### src/rtl/time_set_ctrl.sv
// Alarm-clock time-set front end: debounces mode/inc/dec, runs the edit FSM and loads the edited time.
// Optional build macro TIME_SET_AUTOREPEAT_EN adds hold-to-repeat stepping on inc/dec.

module time_set_db #(
  parameter int DEBOUNCE_CYCLES = 1000000,
  parameter int DB_BITS         = 20
) (
  input  logic clk,
  input  logic rst_n,
  input  logic btn_i,
  output logic lvl_o
);
  localparam logic [DB_BITS-1:0] DB_MAX = DB_BITS'(DEBOUNCE_CYCLES - 1);

  logic               sync1_q, sync2_q;
  logic               lvl_q, lvl_d;
  logic [DB_BITS-1:0] cnt_q, cnt_d;

  // Any return to the accepted level restarts the count, so short glitches never land.
  always_comb begin
    cnt_d = cnt_q;
    lvl_d = lvl_q;
    if (sync2_q == lvl_q) begin
      cnt_d = '0;
    end else if (cnt_q == DB_MAX) begin
      lvl_d = sync2_q;
      cnt_d = '0;
    end else begin
      cnt_d = cnt_q + 1'b1;
    end
  end

  always_ff @(posedge clk or negedge rst_n) begin
    if (!rst_n) begin
      sync1_q <= 1'b0;
      sync2_q <= 1'b0;
      lvl_q   <= 1'b0;
      cnt_q   <= '0;
    end else begin
      sync1_q <= btn_i;
      sync2_q <= sync1_q;
      lvl_q   <= lvl_d;
      cnt_q   <= cnt_d;
    end
  end

  assign lvl_o = lvl_q;
endmodule

module time_set_ctrl #(
  parameter int DEBOUNCE_CYCLES = 1000000,
  parameter int DB_BITS         = 20,
  parameter int BLINK_CYCLES    = 25000000,
  parameter int BLINK_BITS      = 25
) (
  input  logic       clk,
  input  logic       rst_btn,
  input  logic       btn_mode,
  input  logic       btn_inc,
  input  logic       btn_dec,
  input  logic [4:0] cur_hour,
  input  logic [5:0] cur_min,
  output logic       run_en,
  output logic       load_en,
  output logic [4:0] edit_hour,
  output logic [5:0] edit_min,
  output logic [1:0] set_state,
  output logic       blink
);
  localparam int NUM_BTN = 3;
  localparam int B_MODE  = 0;
  localparam int B_INC   = 1;
  localparam int B_DEC   = 2;
  localparam logic [BLINK_BITS-1:0] BL_MAX = BLINK_BITS'(BLINK_CYCLES - 1);

  typedef enum logic [1:0] {
    ST_RUN      = 2'd0,
    ST_SET_HOUR = 2'd1,
    ST_SET_MIN  = 2'd2,
    ST_COMMIT   = 2'd3
  } state_e;

  logic [NUM_BTN-1:0] btn_raw, lvl, lvl_prev_q, press;

  assign btn_raw = {btn_dec, btn_inc, btn_mode};

  for (genvar g = 0; g < NUM_BTN; g++) begin : g_db
    time_set_db #(
      .DEBOUNCE_CYCLES(DEBOUNCE_CYCLES),
      .DB_BITS        (DB_BITS)
    ) u_db (
      .clk  (clk),
      .rst_n(rst_btn),
      .btn_i(btn_raw[g]),
      .lvl_o(lvl[g])
    );
  end

  always_ff @(posedge clk or negedge rst_btn) begin
    if (!rst_btn) lvl_prev_q <= '0;
    else          lvl_prev_q <= lvl;
  end

  assign press = lvl & ~lvl_prev_q;

  // Mode outranks steps; coincident inc+dec cancel each other.
  logic mode_ev, inc_ev, dec_ev;
  assign mode_ev = press[B_MODE];
  assign inc_ev  = press[B_INC] & ~press[B_DEC] & ~press[B_MODE];
  assign dec_ev  = press[B_DEC] & ~press[B_INC] & ~press[B_MODE];

  state_e     state_q, state_d;
  logic [4:0] eh_q, eh_d;
  logic [5:0] em_q, em_d;
  logic       run_en_q, run_en_d;
  logic       load_en_q, load_en_d;
  logic       in_set;
  logic       rpt_inc, rpt_dec;
  logic       step_inc, step_dec;

  assign in_set = (state_q == ST_SET_HOUR) || (state_q == ST_SET_MIN);

`ifdef TIME_SET_AUTOREPEAT_EN
  localparam int REPEAT_DELAY = 50000000;
  localparam int REPEAT_RATE  = 10000000;
  localparam logic [25:0] RPT_DLY_MAX  = 26'(REPEAT_DELAY - 1);
  localparam logic [25:0] RPT_RATE_MAX = 26'(REPEAT_RATE - 1);

  logic [25:0] rpt_cnt_q, rpt_cnt_d;
  logic        rpt_arm_q, rpt_arm_d;
  logic        rpt_step;

  // arm flag selects the long initial delay vs the steady repeat rate
  always_comb begin
    rpt_cnt_d = rpt_cnt_q;
    rpt_arm_d = rpt_arm_q;
    rpt_step  = 1'b0;
    if (!(in_set && !mode_ev && (lvl[B_INC] ^ lvl[B_DEC]))) begin
      rpt_cnt_d = '0;
      rpt_arm_d = 1'b0;
    end else if (rpt_cnt_q == (rpt_arm_q ? RPT_RATE_MAX : RPT_DLY_MAX)) begin
      rpt_step  = 1'b1;
      rpt_cnt_d = '0;
      rpt_arm_d = 1'b1;
    end else begin
      rpt_cnt_d = rpt_cnt_q + 1'b1;
    end
  end

  always_ff @(posedge clk or negedge rst_btn) begin
    if (!rst_btn) begin
      rpt_cnt_q <= '0;
      rpt_arm_q <= 1'b0;
    end else begin
      rpt_cnt_q <= rpt_cnt_d;
      rpt_arm_q <= rpt_arm_d;
    end
  end

  assign rpt_inc = rpt_step & lvl[B_INC];
  assign rpt_dec = rpt_step & lvl[B_DEC];
`else
  assign rpt_inc = 1'b0;
  assign rpt_dec = 1'b0;
`endif

  assign step_inc = inc_ev | rpt_inc;
  assign step_dec = dec_ev | rpt_dec;

  always_comb begin
    state_d = state_q;
    eh_d    = eh_q;
    em_d    = em_q;
    case (state_q)
      ST_RUN: begin
        if (mode_ev) begin
          state_d = ST_SET_HOUR;
          eh_d    = (cur_hour > 5'd23) ? 5'd0 : cur_hour;
          em_d    = (cur_min > 6'd59) ? 6'd0 : cur_min;
        end
      end
      ST_SET_HOUR: begin
        if (mode_ev)       state_d = ST_SET_MIN;
        else if (step_inc) eh_d = (eh_q >= 5'd23) ? 5'd0 : eh_q + 5'd1;
        else if (step_dec) eh_d = (eh_q == 5'd0) ? 5'd23 : eh_q - 5'd1;
      end
      ST_SET_MIN: begin
        if (mode_ev)       state_d = ST_COMMIT;
        else if (step_inc) em_d = (em_q >= 6'd59) ? 6'd0 : em_q + 6'd1;
        else if (step_dec) em_d = (em_q == 6'd0) ? 6'd59 : em_q - 6'd1;
      end
      default: state_d = ST_RUN;
    endcase
    run_en_d  = (state_d == ST_RUN);
    load_en_d = (state_d == ST_COMMIT);
  end

  always_ff @(posedge clk or negedge rst_btn) begin
    if (!rst_btn) begin
      state_q   <= ST_RUN;
      eh_q      <= '0;
      em_q      <= '0;
      run_en_q  <= 1'b1;
      load_en_q <= 1'b0;
    end else begin
      state_q   <= state_d;
      eh_q      <= eh_d;
      em_q      <= em_d;
      run_en_q  <= run_en_d;
      load_en_q <= load_en_d;
    end
  end

  logic [BLINK_BITS-1:0] blk_cnt_q, blk_cnt_d;
  logic                  blink_q, blink_d;

  // Every state change restarts the blink phase so a freshly selected field starts visible.
  always_comb begin
    blk_cnt_d = blk_cnt_q;
    blink_d   = blink_q;
    if (!in_set || (state_d != state_q)) begin
      blk_cnt_d = '0;
      blink_d   = 1'b0;
    end else if (blk_cnt_q == BL_MAX) begin
      blk_cnt_d = '0;
      blink_d   = ~blink_q;
    end else begin
      blk_cnt_d = blk_cnt_q + 1'b1;
    end
  end

  always_ff @(posedge clk or negedge rst_btn) begin
    if (!rst_btn) begin
      blk_cnt_q <= '0;
      blink_q   <= 1'b0;
    end else begin
      blk_cnt_q <= blk_cnt_d;
      blink_q   <= blink_d;
    end
  end

  assign run_en    = run_en_q;
  assign load_en   = load_en_q;
  assign edit_hour = eh_q;
  assign edit_min  = em_q;
  assign set_state = state_q;
  assign blink     = blink_q;
endmodule
### config.mk
export PLATFORM = sky130hd
export DESIGN_NAME = time_set_ctrl
export DESIGN_NICKNAME = d
export VERILOG_FILES = /design/src/rtl/time_set_ctrl.sv
export SDC_FILE = /design/constraint.sdc
export NUM_CORES = 1
export LEC_CHECK = 0
export CORE_MARGIN = 1
export CORE_UTILIZATION = 35
export DETAILED_ROUTE_END_ITERATION = 8
export SYNTH_ARGS = -nofsm -noshare
export SYNTH_HDL_FRONTEND = slang
export SYNTH_SLANG_ARGS = --single-unit
### constraint.sdc
create_clock -name clk -period 2.73 [get_ports clk]
set_clock_uncertainty 0.15 [all_clocks]
set_input_delay 0.273 -clock clk [delete_from_list [all_inputs] [get_ports clk]]
set_output_delay 0.273 -clock clk [all_outputs]
set_load 0.02 [all_outputs]
==> results of run 1 <==
-- final cells by class --
type | instances | share of cell area [%]
clock buffer | 22 | 6.327
clock inverter | 10 | 2.132
inverter | 33 | 1.688
multi-input combinational | 475 | 42.24
sequential | 113 | 38.56
tap | 225 | 3.837
timing repair buffer | 39 | 5.218
-- logic make-up (layout without fill, tap and decap cells) --
family | count (synthesis) | after routing | synth area share [%]
compound gates | 66 | 66 | 7.456
xor+xnor | 85 | 85 | 12.05
fa+ha+maj | 14 | 14 | 2.836
buf+inv | 56 | 104 | 4.153
flops | 113 | 113 | 45.81
mux | 8 | 8 | 1.378
simple gates | 302 | 302 | 26.32
-- critical path: stages, from the launching register on --
cell and delay (ps):
dfrtp_1 440, inv_1 200, ha_1 300, nor2_1 80, or4_1 490, o311a_1 180
o211ai_4 320, nor3_1 130
-- worst max-delay path by stage --
stage	end	slack, ps	cells past startpoint
floorplan	blk_cnt_q[16]	520	8
global placement	blink	400	6
detailed placement	blk_cnt_q[13]	220	7
CTS	blk_cnt_q[13]	200	7
global route	blk_cnt_q[13]	90	7
finish	blk_cnt_q[13]	260	7
-- cells in the final DEF, fill, tap and decap left out, drive strengths merged, types with 3 or more instances in the layout --
cell,n
nor4b,6
xor2,32
nand2b,4
mux2,4
inv,34
nor4,14
o22ai,3
nor3,45
nand2,32
xnor2,53
buf,8
nand4,22
mux2i,4
dfrtp,112
or3,3
or2,4
nor2b,3
clkinv,4
nor2,98
a21oi,12
clkdlybuf4s50,30
a31oi,7
nand3,40
o21ai,10
and4,5
bufinv,4
clkbuf,22
ha,14
and3,15
a211oi,6
-- synth_stat cells (all sizes together), types with 3 or more instances --
master | count | share of area [%]
a211oi | 6 | 0.73
a21oi | 12 | 0.97
a31oi | 7 | 0.71
and3 | 15 | 1.6
and4 | 5 | 0.71
buf | 15 | 1.7
clkbuf | 8 | 0.49
dfrtp | 112 | 45
ha | 14 | 2.8
inv | 33 | 2.0
mux2 | 4 | 0.73
mux2i | 4 | 0.65
nand2 | 32 | 1.9
nand2b | 4 | 0.41
nand3 | 40 | 3.3
nand4 | 22 | 2.6
nor2 | 98 | 6.0
nor2b | 3 | 0.30
nor3 | 45 | 4.3
nor4 | 14 | 2.0
nor4b | 6 | 0.85
o21ai | 10 | 0.81
o22ai | 3 | 0.30
or2 | 4 | 0.41
or3 | 3 | 0.38
xnor2 | 53 | 7.5
xor2 | 32 | 4.5
-- what timing repair did --
item | 4_1_cts | 5_1_grt
endpoints found under the setup margin | 0 | 1
hold endpoints to repair | 36 | 0
gates resized for setup | 0 | 1
hold buffers | 1 | 0
-- power by group through the flow --
stage          registers (µW)  clock network [µW]  logic [µW]
3_5_place_dp             1740                   0         116
3_3_place_gp             1740                   0         114
5_1_grt                  1710                2450         130
2_1_floorplan            1740                   0        45.2
4_1_cts                  1710                2380         118
6_report                 1710                2330         113
-- routing by layer --
metal,vias to the layer above,GRT usage [%],wire (µm)
met1,2347,20.42,6066
met3,26,3.041,480
met2,96,24.80,6150
met5,-,0,0
li1,2329,-,-
met4,0,7.054,269
-- registers in the layout (all words and copies together), names as in the netlist --
register	count
g_db.u_db.sync1_q	3
run_en	1
blink	1
set_state	2
g_db.u_db.sync2_q	3
edit_min	6
lvl_prev_q	3
blk_cnt_q	25
edit_hour	5
load_en	1
g_db.u_db.cnt_q	60
g_db.u_db.lvl_o	3
-- metrics by stage --
stage / hold slack [ps] / power [µW] / util, % / instances
5_1_grt: 157.3 / 4294 / 42.57 / 917
6_report: 148.5 / 4153 / 42.57 / 917
4_1_cts: 140.7 / 4207 / 42.52 / 917
2_1_floorplan: -172.6 / 1781 / - / 644
3_3_place_gp: 120.1 / 1852 / 38.86 / 884
3_5_place_dp: 118.7 / 1855 / 38.86 / 884
==> impl_metrics.tcl, run 1 <==
set metrics [dict create \
    io_pins 32 \
    cts_buffer_depth 2 \
    dr.pass1.iters 5 \
    combPwrFrac_pct 2.7 \
    insertion_delay_ps 420 \
    drive_gt1_share_pct 9.104 \
    slew_violations 0 \
    async_flop_share_pct 100.0 \
    drv_cap 0 \
    port_buffers 31 \
    finalSetupTns_ps 0 \
    place_congestion 0.8358 \
    power_frac_seq_pct 41.2 \
    p_leak_uw 0.002981 \
    pwr_density_cell_nw_per_um2 566.1 \
    multiInputGateArea_um2 3099 \
    fmax_ghz 0.4054 \
    crit_path_start_kind "flop" \
    clk_pin_slew_ps 50 \
    irDropWorstVdd_v 0.0004343 \
    grt.total_usage_pct 15.55 \
    reg2reg_depth 7 \
    setup_viol 0 \
    place_ws_ps 216.3 \
    placed_area_um2 6698 \
    nNetsFinal 709 \
    post_cts_buffers 0 \
    final_antenna_net_count 0 \
    areaGrowthSynthToFinish_pct 18.80 \
    viasPerCell 5.232 \
    critPathLaunch "set_state[0]" \
    regArea_um2 2829 \
    hold_class "in -> reg" \
    antenna_found_initial 0 \
    rsz0062_at_grt "false" \
    relSlewSlack_pct 47.76 \
    grt_overflow 0 \
    cts_buffers 17 \
    routed_wl_um 12970 \
    cts-htree-levels 4 \
    clockPowerShare_pct 56.1 \
    fillers 1634 \
    whs_endpoint "g_db[2].u_db.sync1_q" \
    yosysSeqAreaShare_pct 45.81 \
    root_buffer "clkbuf_16" \
    worst_r2r_endpoint "blk_cnt_q[13]" \
    via_count 4798 \
    syn_area_um2 6176 \
    syn_nets 674 \
    start_util_pct 35.83 \
    synth-seq-cells 113 \
    netlist_instances 644 \
    r2r_setup_slack_ps 260 \
    die_x_um 134.8 \
    switching_share_pct 20.37 \
    route.detailed.drc 0 \
    drt_iter0_drc 308 \
    die-height_um 134.8 \
    critical_path_arrival_ps 2570 \
    cp_max_fo 26 \
    routed_wire_length_per_instance_um 14.14 \
    status "completed" \
    numClockSinks 113 \
    finalWorstSetupSlack_ps 263.6 \
    fin_crit_sh_pct 90.34 \
    internal_power_uw 3307 \
    hold_viol_final 0 \
    hold_depth 1 \
    r2r_start "set_state[0]" \
    synth-edff-count 0 \
    grt_pass1_vias 4740 \
    synth.avg_cell_area_um2 9.590 \
    cts_tree "yes" \
    yosys_warnings 0 \
    grt_max_degree 78 \
    core_area_um2 17240 \
    grt_pass1_wl_um 22570 \
    ys.flop_type "dfrtp_1" \
    diodes 0 \
    tightest_slew_ps 777.7 \
    synth_cell_types 70 \
    worstHoldStart "btn_dec" \
    fp-row-count 48 \
    layout_min_cycle_time_ps 2466 \
    die_area_um2 18180 \
    crit_type "reg -> reg" \
    required_ps 2840 \
    dp_hpwl_um 8855 \
    switchingPower_uw 845.9 \
    cp-end-kind "flop" \
    design_area_um2 7337 \
]
Power figures use the tool's default switching activity.
==> inputs of run 2 (changes only) <==
==> constraint.sdc (replaced) <==
create_clock -name clk -period 2.73 [get_ports clk]
set_clock_uncertainty 0.15 [all_clocks]
set_input_delay 0.546 -clock clk [delete_from_list [all_inputs] [get_ports clk]]
set_output_delay 0.546 -clock clk [all_outputs]
set_load 0.02 [all_outputs]
==> run 2 against run 1 <==
Non-clock buffer count up 1. Core utilization up 0.051 points. Register-to-register slack better by 30 ps. Largest cell class unchanged. Clock power about the same. Via count up 0.35%. Critical path depth unchanged. Die area unchanged. Final cell count up 0.11%. Sequential share of layout area about the same. First-iteration DRC count down 6.2%. Largest power group unchanged. Power about the same.
==> impl_metrics.tcl, run 2 (synthesis gave the netlist of run 1 again) <==
set metrics [dict create \
    die_area_um2 18180 \
    crit_path_start_kind "flop" \
    top_register "g_db.u_db.cnt_q" \
    dp_cells 885 \
    antenna_found_initial 0 \
    cts_buffer_depth 2 \
    die-height_um 134.8 \
    fmax_ghz 0.4107 \
    layout_commonest_cell "dfrtp_1" \
    layout.cells.non_filler 918 \
    mostFrequentLayoutCells "dfrtp_1, nor2_1, xnor2_1, nor3_1, nand3_1" \
    grt_max_degree 63 \
    fin_crit_sh_pct 89.18 \
    grt.total_usage_pct 16.34 \
    clk_pin_slew_ps 50 \
    insertion_delay_ps 420 \
    numClockSinks 113 \
    largest_reg_flops 60 \
    slew_violations 0 \
    cp_max_fo 26 \
    routed_wire_length_per_instance_um 14.83 \
    hold_viol_final 0 \
    place_congestion 0.8871 \
    rsz0062_at_grt "false" \
    irDropWorstVdd_v 0.0004588 \
    final_antenna_net_count 0 \
    dr.pass1.iters 5 \
    cts_tree "yes" \
    io_pins 32 \
    grt_pass1_vias 4855 \
    relSlewSlack_pct 49.03 \
    post_cts_buffers 0 \
    crit_slowest_cell "or4_1" \
    die_x_um 134.8 \
    hold_class "reg -> reg" \
    layout_min_cycle_time_ps 2435 \
    start_util_pct 35.83 \
    reg2reg_depth 7 \
    drive_gt1_share_pct 9.235 \
    p_leak_uw 0.002977 \
    dp_hpwl_um 9344 \
    port_buffers 31 \
    fp-row-count 48 \
    diodes 0 \
    required_ps 2840 \
    routed_wl_um 13620 \
    setup_viol 0 \
    finalSetupTns_ps 0 \
    crit_type "reg -> reg" \
    fillers 1620 \
    nNetsFinal 710 \
    route.detailed.drc 0 \
    final_util_pct 42.62 \
    cp-end-kind "flop" \
    drv_cap 0 \
    root_buffer "clkbuf_16" \
    status "completed" \
    via_count 4815 \
    total_power_uw 4156 \
    pwr_density_cell_nw_per_um2 565.8 \
    cp_cell_sequence "inv_1 > ha_1 > nor2_1 > or4_1 > o311a_1 > o211ai_4 > nor3_1" \
    viasPerCell 5.245 \
    hold_depth 0 \
    tightest_slew_ps 760.9 \
    max_stage_delay_ps 500 \
    grt_overflow 0 \
    grt_pass1_wl_um 23380 \
    critical_path_arrival_ps 2540 \
    areaGrowthSynthToFinish_pct 18.94 \
    cts-htree-levels 4 \
    drt_iter0_drc 289 \
    core_area_um2 17240 \
    cts_buffers 17 \
]
-- run 2: changes by cell type in the layout (fill, tap and decap cells not counted) --
cell / previous run / this run
clkinv_2: 4 / 3
clkinvlp_4: 1 / 3
buf_4: 7 / 8
inv_6: 1 / 0
-- run 2: path summary, 6_finish.rpt --
path / startpoint / to / slack (ps)
worst max-delay path: set_state[0] / blk_cnt_q[12] / 300
worst min-delay path: g_db[1].u_db.sync1_q / g_db[1].u_db.sync2_q / 200
worst max register to register: set_state[0] / blk_cnt_q[12] / 300
worst min register to register: g_db[1].u_db.sync1_q / g_db[1].u_db.sync2_q / 200
max in group asynchronous: rst_btn / g_db[1].u_db.cnt_q[17] / 1320
min in group asynchronous: rst_btn / g_db[2].u_db.cnt_q[16] / 420
-- run 2: stage by stage --
step / area (µm²) / setup WS (ps) / hold slack (ps)
6_report: 7346 / 295.3 / 196.6
3_3_place_gp: 6705 / 400.3 / 183.6
2_1_floorplan: 6176 / 521.2 / 100.4
4_1_cts: 7337 / 226.4 / 198.7
5_1_grt: 7346 / 127.2 / 212.3
3_5_place_dp: 6705 / 244.8 / 187.8
-- run 2: worst max-delay path: cells and delay by family (launching register included) --
family,cells,cell delay [ps]
buffers and inverters,1,180
AOI/OAI and AO/OA,2,500
adders and majority gates,1,290
DFF,1,440
and+or+nand+nor,3,700
-- run 2: per-layer routing --
| metal | share of wire (%) | vias up | GRT usage, % |
|---|---|---|---|
| met2 | 49 | 109 | 27.61 |
| met5 | 0 | - | 0 |
| met3 | 3.8 | 21 | 3.904 |
| met1 | 45 | 2349 | 19.82 |
| met4 | 2.1 | 0 | 7.116 |
| li1 | - | 2336 | - |
-- run 2: layout make-up --
type	count	area (µm²)	area share, %
clock buffer	22	464.2	6.319
clock inverter	10	157.7	2.146
inverter	33	123.9	1.686
multi-input combinational	475	3099	42.19
sequential	113	2829	38.51
tap	225	281.5	3.832
timing repair buffer	40	390.4	5.314
-- run 2: power breakdown --
group          switching, µW  internal, µW  leakage, µW  total [µW]
registers               16.8          1690      0.00151        1710
clock network            761          1570     0.000296        2330
logic                   70.7          45.1      0.00117         116
total                    849          3310      0.00298        4160
-- run 2: what timing repair did --
item	CTS	global route
setup endpoints to repair	0	13
hold buffers	1	0
gates resized for setup	0	1
endpoints found under the hold margin	21	0
